==> src/rtl/fifo_wr_arbiter_pkg.sv <==
// Shared definitions for the fifo write-port arbiter: FSM encodings and default sizes.
// Optional round-robin arbitration is enabled by defining ARB_ROUND_ROBIN_EN.
package fifo_wr_arbiter_pkg;

    typedef enum logic [2:0] {
        ST_IDLE  = 3'd0,
        ST_WRITE = 3'd1,
        ST_CHECK = 3'd2
    } arb_state_e;

    localparam int unsigned DEF_N_REQ = 4;
    localparam int unsigned DEF_DW    = 32;

    function automatic int unsigned idx_width(int unsigned n);
        return (n <= 2) ? 1 : $clog2(n);
    endfunction

endpackage

==> src/rtl/arb_pick.sv <==
// Combinational winner selection: first requesting index at or after base, wrapping upward.
// Tying base to zero gives fixed lowest-index priority.
module arb_pick
    import fifo_wr_arbiter_pkg::*;
#(
    parameter int unsigned N_REQ = DEF_N_REQ,
    parameter int unsigned IW    = idx_width(DEF_N_REQ)
) (
    input  logic [N_REQ-1:0] req,
    input  logic [IW-1:0]    base,
    output logic [N_REQ-1:0] winner,
    output logic [IW-1:0]    idx
);

    logic        found;
    int unsigned pos;

    always_comb begin
        found  = 1'b0;
        pos    = 0;
        idx    = '0;
        winner = '0;
        for (int unsigned k = 0; k < N_REQ; k++) begin
            pos = (32'(base) + k) % N_REQ;
            if (!found && req[pos]) begin
                found = 1'b1;
                idx   = IW'(pos);
            end
        end
        if (found) begin
            winner[idx] = 1'b1;
        end
    end

endmodule

==> src/rtl/fifo_wr_arbiter.sv <==
// Arbitrates N_REQ requesters onto the single fifo write port, one write per three cycles.
// Define ARB_ROUND_ROBIN_EN for round-robin; otherwise the lowest requesting index wins.
module fifo_wr_arbiter
    import fifo_wr_arbiter_pkg::*;
#(
    parameter int unsigned N_REQ = DEF_N_REQ,
    parameter int unsigned DW    = DEF_DW
) (
    input  logic                clk,
    input  logic                reset_n,
    input  logic [N_REQ-1:0]    req,
    input  logic [N_REQ*DW-1:0] req_data,
    output logic [N_REQ-1:0]    gnt,
    output logic [N_REQ-1:0]    done,
    output logic [N_REQ-1:0]    err,
    output logic                busy,
    output logic                fifo_wr_en,
    output logic [DW-1:0]       fifo_din,
    input  logic                fifo_full,
    input  logic                fifo_wr_ack,
    input  logic                fifo_wr_err
);

    localparam int unsigned IW = idx_width(N_REQ);

    arb_state_e       state_q, state_d;
    logic [IW-1:0]    idx_q;
    logic [IW-1:0]    pick_idx;
    logic [IW-1:0]    base;
    logic [N_REQ-1:0] pick_onehot;
    logic [N_REQ-1:0] gnt_q;
    logic             wr_en_q;
    logic [DW-1:0]    din_q;
    logic [DW-1:0]    sel_data;
    logic             grant;

    // fifo_full is trustworthy here because this block is the fifo's only writer.
    assign grant = (state_q == ST_IDLE) && (|req) && !fifo_full;

`ifdef ARB_ROUND_ROBIN_EN
    logic [IW-1:0] ptr_q;

    always_ff @(posedge clk or negedge reset_n) begin
        if (!reset_n) begin
            ptr_q <= '0;
        end else if (grant) begin
            ptr_q <= (32'(pick_idx) == N_REQ - 1) ? '0 : pick_idx + IW'(1);
        end
    end

    assign base = ptr_q;
`else
    assign base = '0;
`endif

    arb_pick #(
        .N_REQ (N_REQ),
        .IW    (IW)
    ) u_pick (
        .req    (req),
        .base   (base),
        .winner (pick_onehot),
        .idx    (pick_idx)
    );

    always_comb begin
        sel_data = '0;
        for (int unsigned i = 0; i < N_REQ; i++) begin
            if (32'(pick_idx) == i) begin
                sel_data = req_data[i*DW +: DW];
            end
        end
    end

    always_ff @(posedge clk or negedge reset_n) begin
        if (!reset_n) begin
            state_q <= ST_IDLE;
        end else begin
            state_q <= state_d;
        end
    end

    always_comb begin
        state_d = state_q;
        unique case (state_q)
            ST_IDLE:  if (grant) state_d = ST_WRITE;
            ST_WRITE: state_d = ST_CHECK;
            ST_CHECK: state_d = ST_IDLE;
            default:  state_d = ST_IDLE;
        endcase
    end

    always_comb begin
        busy = (state_q != ST_IDLE);
        done = '0;
        err  = '0;
        if (state_q == ST_CHECK) begin
            done[idx_q] = fifo_wr_ack;
            err[idx_q]  = fifo_wr_err;
        end
    end

    // Grant, index and data are captured together at the grant decision.
    always_ff @(posedge clk or negedge reset_n) begin
        if (!reset_n) begin
            idx_q   <= '0;
            gnt_q   <= '0;
            wr_en_q <= 1'b0;
            din_q   <= '0;
        end else if (grant) begin
            idx_q   <= pick_idx;
            gnt_q   <= pick_onehot;
            wr_en_q <= 1'b1;
            din_q   <= sel_data;
        end else begin
            wr_en_q <= 1'b0;
            if (state_q == ST_CHECK) begin
                gnt_q <= '0;
            end
        end
    end

    assign gnt        = gnt_q;
    assign fifo_wr_en = wr_en_q;
    assign fifo_din   = din_q;

endmodule

==> config.mk <==
export PLATFORM = sky130hd
export DESIGN_NAME = fifo_wr_arbiter
export DESIGN_NICKNAME = d
export VERILOG_FILES = /design/src/rtl/fifo_wr_arbiter_pkg.sv /design/src/rtl/arb_pick.sv /design/src/rtl/fifo_wr_arbiter.sv
export SDC_FILE = /design/constraint.sdc
export NUM_CORES = 1
export LEC_CHECK = 0
export BUFFER_PORTS_ARGS = -buffer_cell sky130_fd_sc_hd__buf_2
export CAP_MARGIN = 5
export CORE_ASPECT_RATIO = 1.2
export CORE_MARGIN = 3
export CORE_UTILIZATION = 46
export CTS_CLUSTER_DIAMETER = 50
export DETAILED_ROUTE_END_ITERATION = 10
export GPL_ROUTABILITY_DRIVEN = 0
export PLACE_DENSITY = 0.88
export SYNTH_ARGS = -nofsm -noshare
export SYNTH_HDL_FRONTEND = slang
export SYNTH_SLANG_ARGS = --single-unit
==> constraint.sdc <==
create_clock -name clk -period 2 [get_ports clk]
set_input_delay 0.2 -clock clk [delete_from_list [all_inputs] [get_ports clk]]
set_output_delay 0.2 -clock clk [all_outputs]
set_load 0.03 [all_outputs]
Yosys cells after proc, flatten, opt, wreduce, memory -nomap -nowiden
Index checks and enable logic that the tools add are counted.

Register bits after elaboration: 42. Input bits: 137.

Magnitude comparators: 4. Equality and inequality tests: 6. Multiplexer cells: 23. Bitwise gates (word level): 2. Reductions and logical operators: 16.

Operator list (count): $mux W32 (4); $mux W4 (5); $and A4 B4 Y4 (2); $mux W1 (8); $logic_and A1 B1 Y1 (7); $lt A2 B3 Y1 const B (2); $pmux W3 S2 (1); $demux W1 S2 (2); $eq A2 B2 Y1 const B (2); $ge A2 B1 Y1 const B (2); $logic_not A1 Y1 (4); $mux W2 (2); $reduce_or A4 Y1 (1); $eq A3 B1 Y1 const B (1); $eq A3 B2 Y1 const B (1); $logic_not A3 Y1 (1); $mux W3 (1); $reduce_bool A3 Y1 (1); $eq A2 B1 Y1 const B (1); $logic_not A2 Y1 (1); $ne A2 B2 Y1 const B (1); $reduce_bool A2 Y1 (1).

Longest topological paths before layout
Depth after elaboration: 16. Gate-level depth with buffers: 7. Depth with buffers taken out: 5.

By module
Synthesis repeated with hierarchy kept, for this count alone.

Cell total of the unflattened synthesis: 182. Area total of the unflattened synthesis: 2643.8 um^2.

Modules (own cells, without submodules): fifo_wr_arbiter (times used 1, cells an instance 152, area each 2458.6 um^2, seq. area each 1026.0 um^2); arb_pick (times used 1, cells an instance 30, area each 185.2 um^2, seq. area each 0.0 um^2).

Worst setup path after synthesis
OpenSTA, ideal clock, no wires.

Path kind: reg2out. From: reg state_q[1]. To: out done[1]. Data arrival time: 1427 ps. Required time: 1800 ps. Setup slack: 373 ps. Cell stages (with the launch flop): 4. Path buffers: 0. Cell sequence: dfrtp_1 nor2b_1 nand2_1 nor3b_1.

Cells in the longest elaborated chain, start to end: 2.

RTL lines: from (decl) (line fifo_wr_arbiter.sv:26) `arb_state_e state_q, state_d;`; from (signal assigned) (line fifo_wr_arbiter.sv:79) `state_q <= state_d;`; $eq A3 B2 Y1 (line fifo_wr_arbiter.sv:97) `if (state_q == ST_CHECK) begin`; $mux W4 (line fifo_wr_arbiter.sv:97); to (decl) (line fifo_wr_arbiter.sv:14) `output logic [N_REQ-1:0] done,`.

Every way passes these cells.

Worst setup path in the final report
From: reg state_q[1]. To: out err[1].

Cells in the longest elaborated chain, start to end: 2.

RTL lines: $eq A3 B2 Y1 (line fifo_wr_arbiter.sv:97); $mux W4 (line fifo_wr_arbiter.sv:97); to (decl) (line fifo_wr_arbiter.sv:15) `output logic [N_REQ-1:0] err,`.

Every way passes these cells.

==> impl_metrics.py <==
metrics = {
    "run_status": {
        "status": "completed",
    },
    "sta": {
        "clock.fmax_ghz": 0.585,
        "rsz0062_at_grt": "no",
        "slew_violations": 0,
        "finalSetupTns_ns": 0,
        "final-setup-viol-count": 0,
        "finalCritPeriodShare_pct": 85.5,
        "slew_headroom_pct": 63.6,
        "finalClockSkew_ns": 0.00836,
        "period_needed_ns": 1.71,
        "tightestPinTransition_ns": 0.547,
        "hold_viol_final": 0,
    },
    "routing": {
        "vias_per_cell": 5.82,
        "wirelength_um": 9970,
        "wl_per_cell_um": 16.8,
        "drtIter0Drc": 268,
        "via_count": 3460,
        "antenna_left": 0,
        "dr.pass1.iters": 5,
        "drc": 0,
    },
    "cells_and_area": {
        "register_area_um2": 1030,
        "multi_input_area_um2": 1570,
        "fin_area_um2": 3870,
        "fillers": 482,
        "area_growth_pct": 39.8,
        "antenna_cells": 0,
        "layout.nets": 650,
        "final_util_pct": 67.5,
        "drive_above_1_share_pct": 41.6,
    },
    "place": {
        "place_hpwl_um": 7430,
        "postPlaceCellArea_um2": 3750,
        "numPortBuffers": 182,
    },
    "floorplanning": {
        "die_h_um": 91.0,
        "rows": 30,
        "core_area_um2": 5740,
        "io_pins": 183,
        "dieArea_um2": 7000,
        "start_util_pct": 48.3,
        "die_w_um": 76.9,
    },
    "worst_setup_path": {
        "crit_arrival_ns": 1.51,
        "cp_cell_sequence": "nor2b_1 > nand2_1 > nor3b_1 > buf_2",
        "path_buf_inv": 1,
        "critical_path_required_ns": 1.80,
        "critical-path-top-delay-family": "simple AND/OR/NAND/NOR gates",
        "worstSetupStartpointType": "flop",
        "crit_fanout": 6,
        "crit_type": "flop to output pin",
        "cpPeakStageDelay_ns": 0.45,
        "end_kind": "output pin",
        "slowest_stage": "dfrtp_1",
    },
    "yosys": {
        "synth_fp_nets": 474,
        "synthCells": 337,
        "synth_seq_cells": 41,
        "ys_types": 28,
        "synth_area_um2": 2770,
        "yosys_warnings": 0,
        "avgSynthCellArea_um2": 8.22,
        "yosysSeqAreaShare_pct": 37.0,
    },
    "global_route": {
        "grt.total_usage_pct": 27.6,
        "grt_max_degree": 42,
        "grt_pass1_wl_um": 15800,
        "antenna_found_initial": 0,
        "grt_pass1_vias": 3423,
        "overflow": 0,
    },
    "clock_tree": {
        "cts-root-buf": "clkbuf_8",
        "post_cts_buffers": 0,
        "htree_levels": 2,
        "cts_tree": "yes",
        "cts_buffer_depth": 2,
        "cts_made_buffers": 5,
        "clk_latency_ns": 0.30,
        "clk_pin_slew_ns": 0.09,
        "clkSinkCount": 41,
    },
    "pwr": {
        "leakage_nw": 1.99,
        "power_density_nw_per_um2": 834,
        "vdd_drop_max_uv": 517,
    },
    "flow_run": {
        "maxCapViolCount": 0,
    },
    "worst_hold_path": {
        "hp-class": "input pin to flop",
    },
}
==> worst paths after layout <==
check | startpoint | end | slack (ns) | cells after the start
hold reg to reg | fifo_din[16] | fifo_din[16] | 0.49 | 2
hold / removal | req_data[116] | fifo_din[20] | 0.11 | 3
setup / recovery | state_q[1] | err[1] | 0.29 | 4
min in group asynchronous | reset_n | fifo_din[3] | 0.49 | 3
max in group asynchronous | reset_n | fifo_din[7] | 1.12 | 3
setup reg to reg | state_q[1] | fifo_din[3] | 0.40 | 5
==> metal layers <==
metal,GRT usage [%],up-vias,share of wire [%]
li1,-,1593,-
met1,33.3,1604,37
met2,47.7,229,50
met3,5.46,34,9.4
met4,11.5,0,3.3
met5,0,-,0
==> stage by stage <==
step / hold WS (ns) / std cells / total power [mW] / setup slack [ns]
detailed placement: 0.302 / 585 / 2.55 / 0.274
CTS: 0.101 / 594 / 3.24 / 0.298
floorplan: -0.0956 / 337 / 2.04 / 0.373
global route: 0.116 / 594 / 3.40 / 0.117
global placement: 0.301 / 585 / 2.51 / 0.377
finish: 0.107 / 594 / 3.23 / 0.290
==> synthesized netlist by cell type <==
master    count  area share, %
nand2_1      68            9.2
dfrtp_1      41             37
a21oi_1      34            6.1
nand2b_1     34            7.7
nand3_1      34            6.1
a22o_1       32             10
o221ai_1     32             10
buf_2        16            2.9
clkbuf_1     12            1.6
nor2_1        5           0.68
nor3b_1       4            1.1
nor2b_1       3           0.68
a32o_1        2           0.72
buf_8         2            1.1
inv_1         2           0.27
nor3_1        2           0.36
nor3_4        2            1.2
o21ai_0       2           0.36
a21o_1        1           0.27
and3_1        1           0.23
buf_4         1           0.27
buf_6         1           0.41
inv_2         1           0.14
nor3_2        1           0.36
o21ai_1       1           0.18
o32a_1        1           0.36
or2_1         1           0.23
or3_1         1           0.23
==> worst register-to-register path, cell delays in order (launching register included) <==
cell and delay, ns:
dfrtp_1 0.45, or2_1 0.32, nor3_4 0.20, buf_4 0.27, o221ai_1 0.20, nand3_1 0.10
==> cell families (layout without fill, tap and decap cells) <==
| group | after synthesis | in the layout | synth area share (%) |
|---|---|---|---|
| DFF | 41 | 41 | 37.0 |
| buffers and inverters | 35 | 212 | 6.68 |
| and+or+nand+nor | 156 | 156 | 28.0 |
| AOI/OAI and AO/OA | 105 | 105 | 28.3 |
==> registers in the layout, indices dropped and copies added (netlist names) <==
register and count:
fifo_wr_en 1, gnt 4, state_q 2, fifo_din 32, idx_q 2
==> layout make-up <==
type,count,share of cell area (%)
Timing Repair Buffer,201,27.3
Clock buffer,5,1.78
Sequential cell,41,26.5
Inverter,3,0.291
Tap cell,80,2.58
Multi-Input combinational cell,261,40.4
Clock inverter,3,1.19
==> where the power goes <==
| group | internal, mW | leakage, nW | switching (mW) |
|---|---|---|---|
| registers | 1.04 | 0.513 | 0.137 |
| clock network | 0.374 | 0.0543 | 0.323 |
| logic | 0.474 | 1.42 | 0.882 |
==> layout by cell type, fill, tap and decap left out, drive strengths merged <==
cell type / Yosys / routed
dfrtp: 41 / 41
nand3: 34 / 34
nor3b: 4 / 4
inv: 3 / 3
nand2b: 34 / 34
and3: 1 / 1
or3: 1 / 1
clkinvlp: 0 / 1
a22o: 32 / 32
clkinv: 0 / 1
clkbuf: 12 / 5
a21oi: 34 / 34
o221ai: 32 / 32
o21ai: 3 / 3
or2: 1 / 1
nand2: 68 / 68
buf: 20 / 200
nor2: 5 / 5
nor3: 5 / 5
a32o: 2 / 2
a21o: 1 / 1
o32a: 1 / 1
nor2b: 3 / 3
bufinv: 0 / 1
dlygate4sd3: 0 / 1
==> repair_timing <==
action,CTS,global route
gates resized for setup,0,0
hold endpoints to repair,41,0
hold buffers,1,0
setup endpoints to repair,0,0
Power figures use the tool's default switching activity.
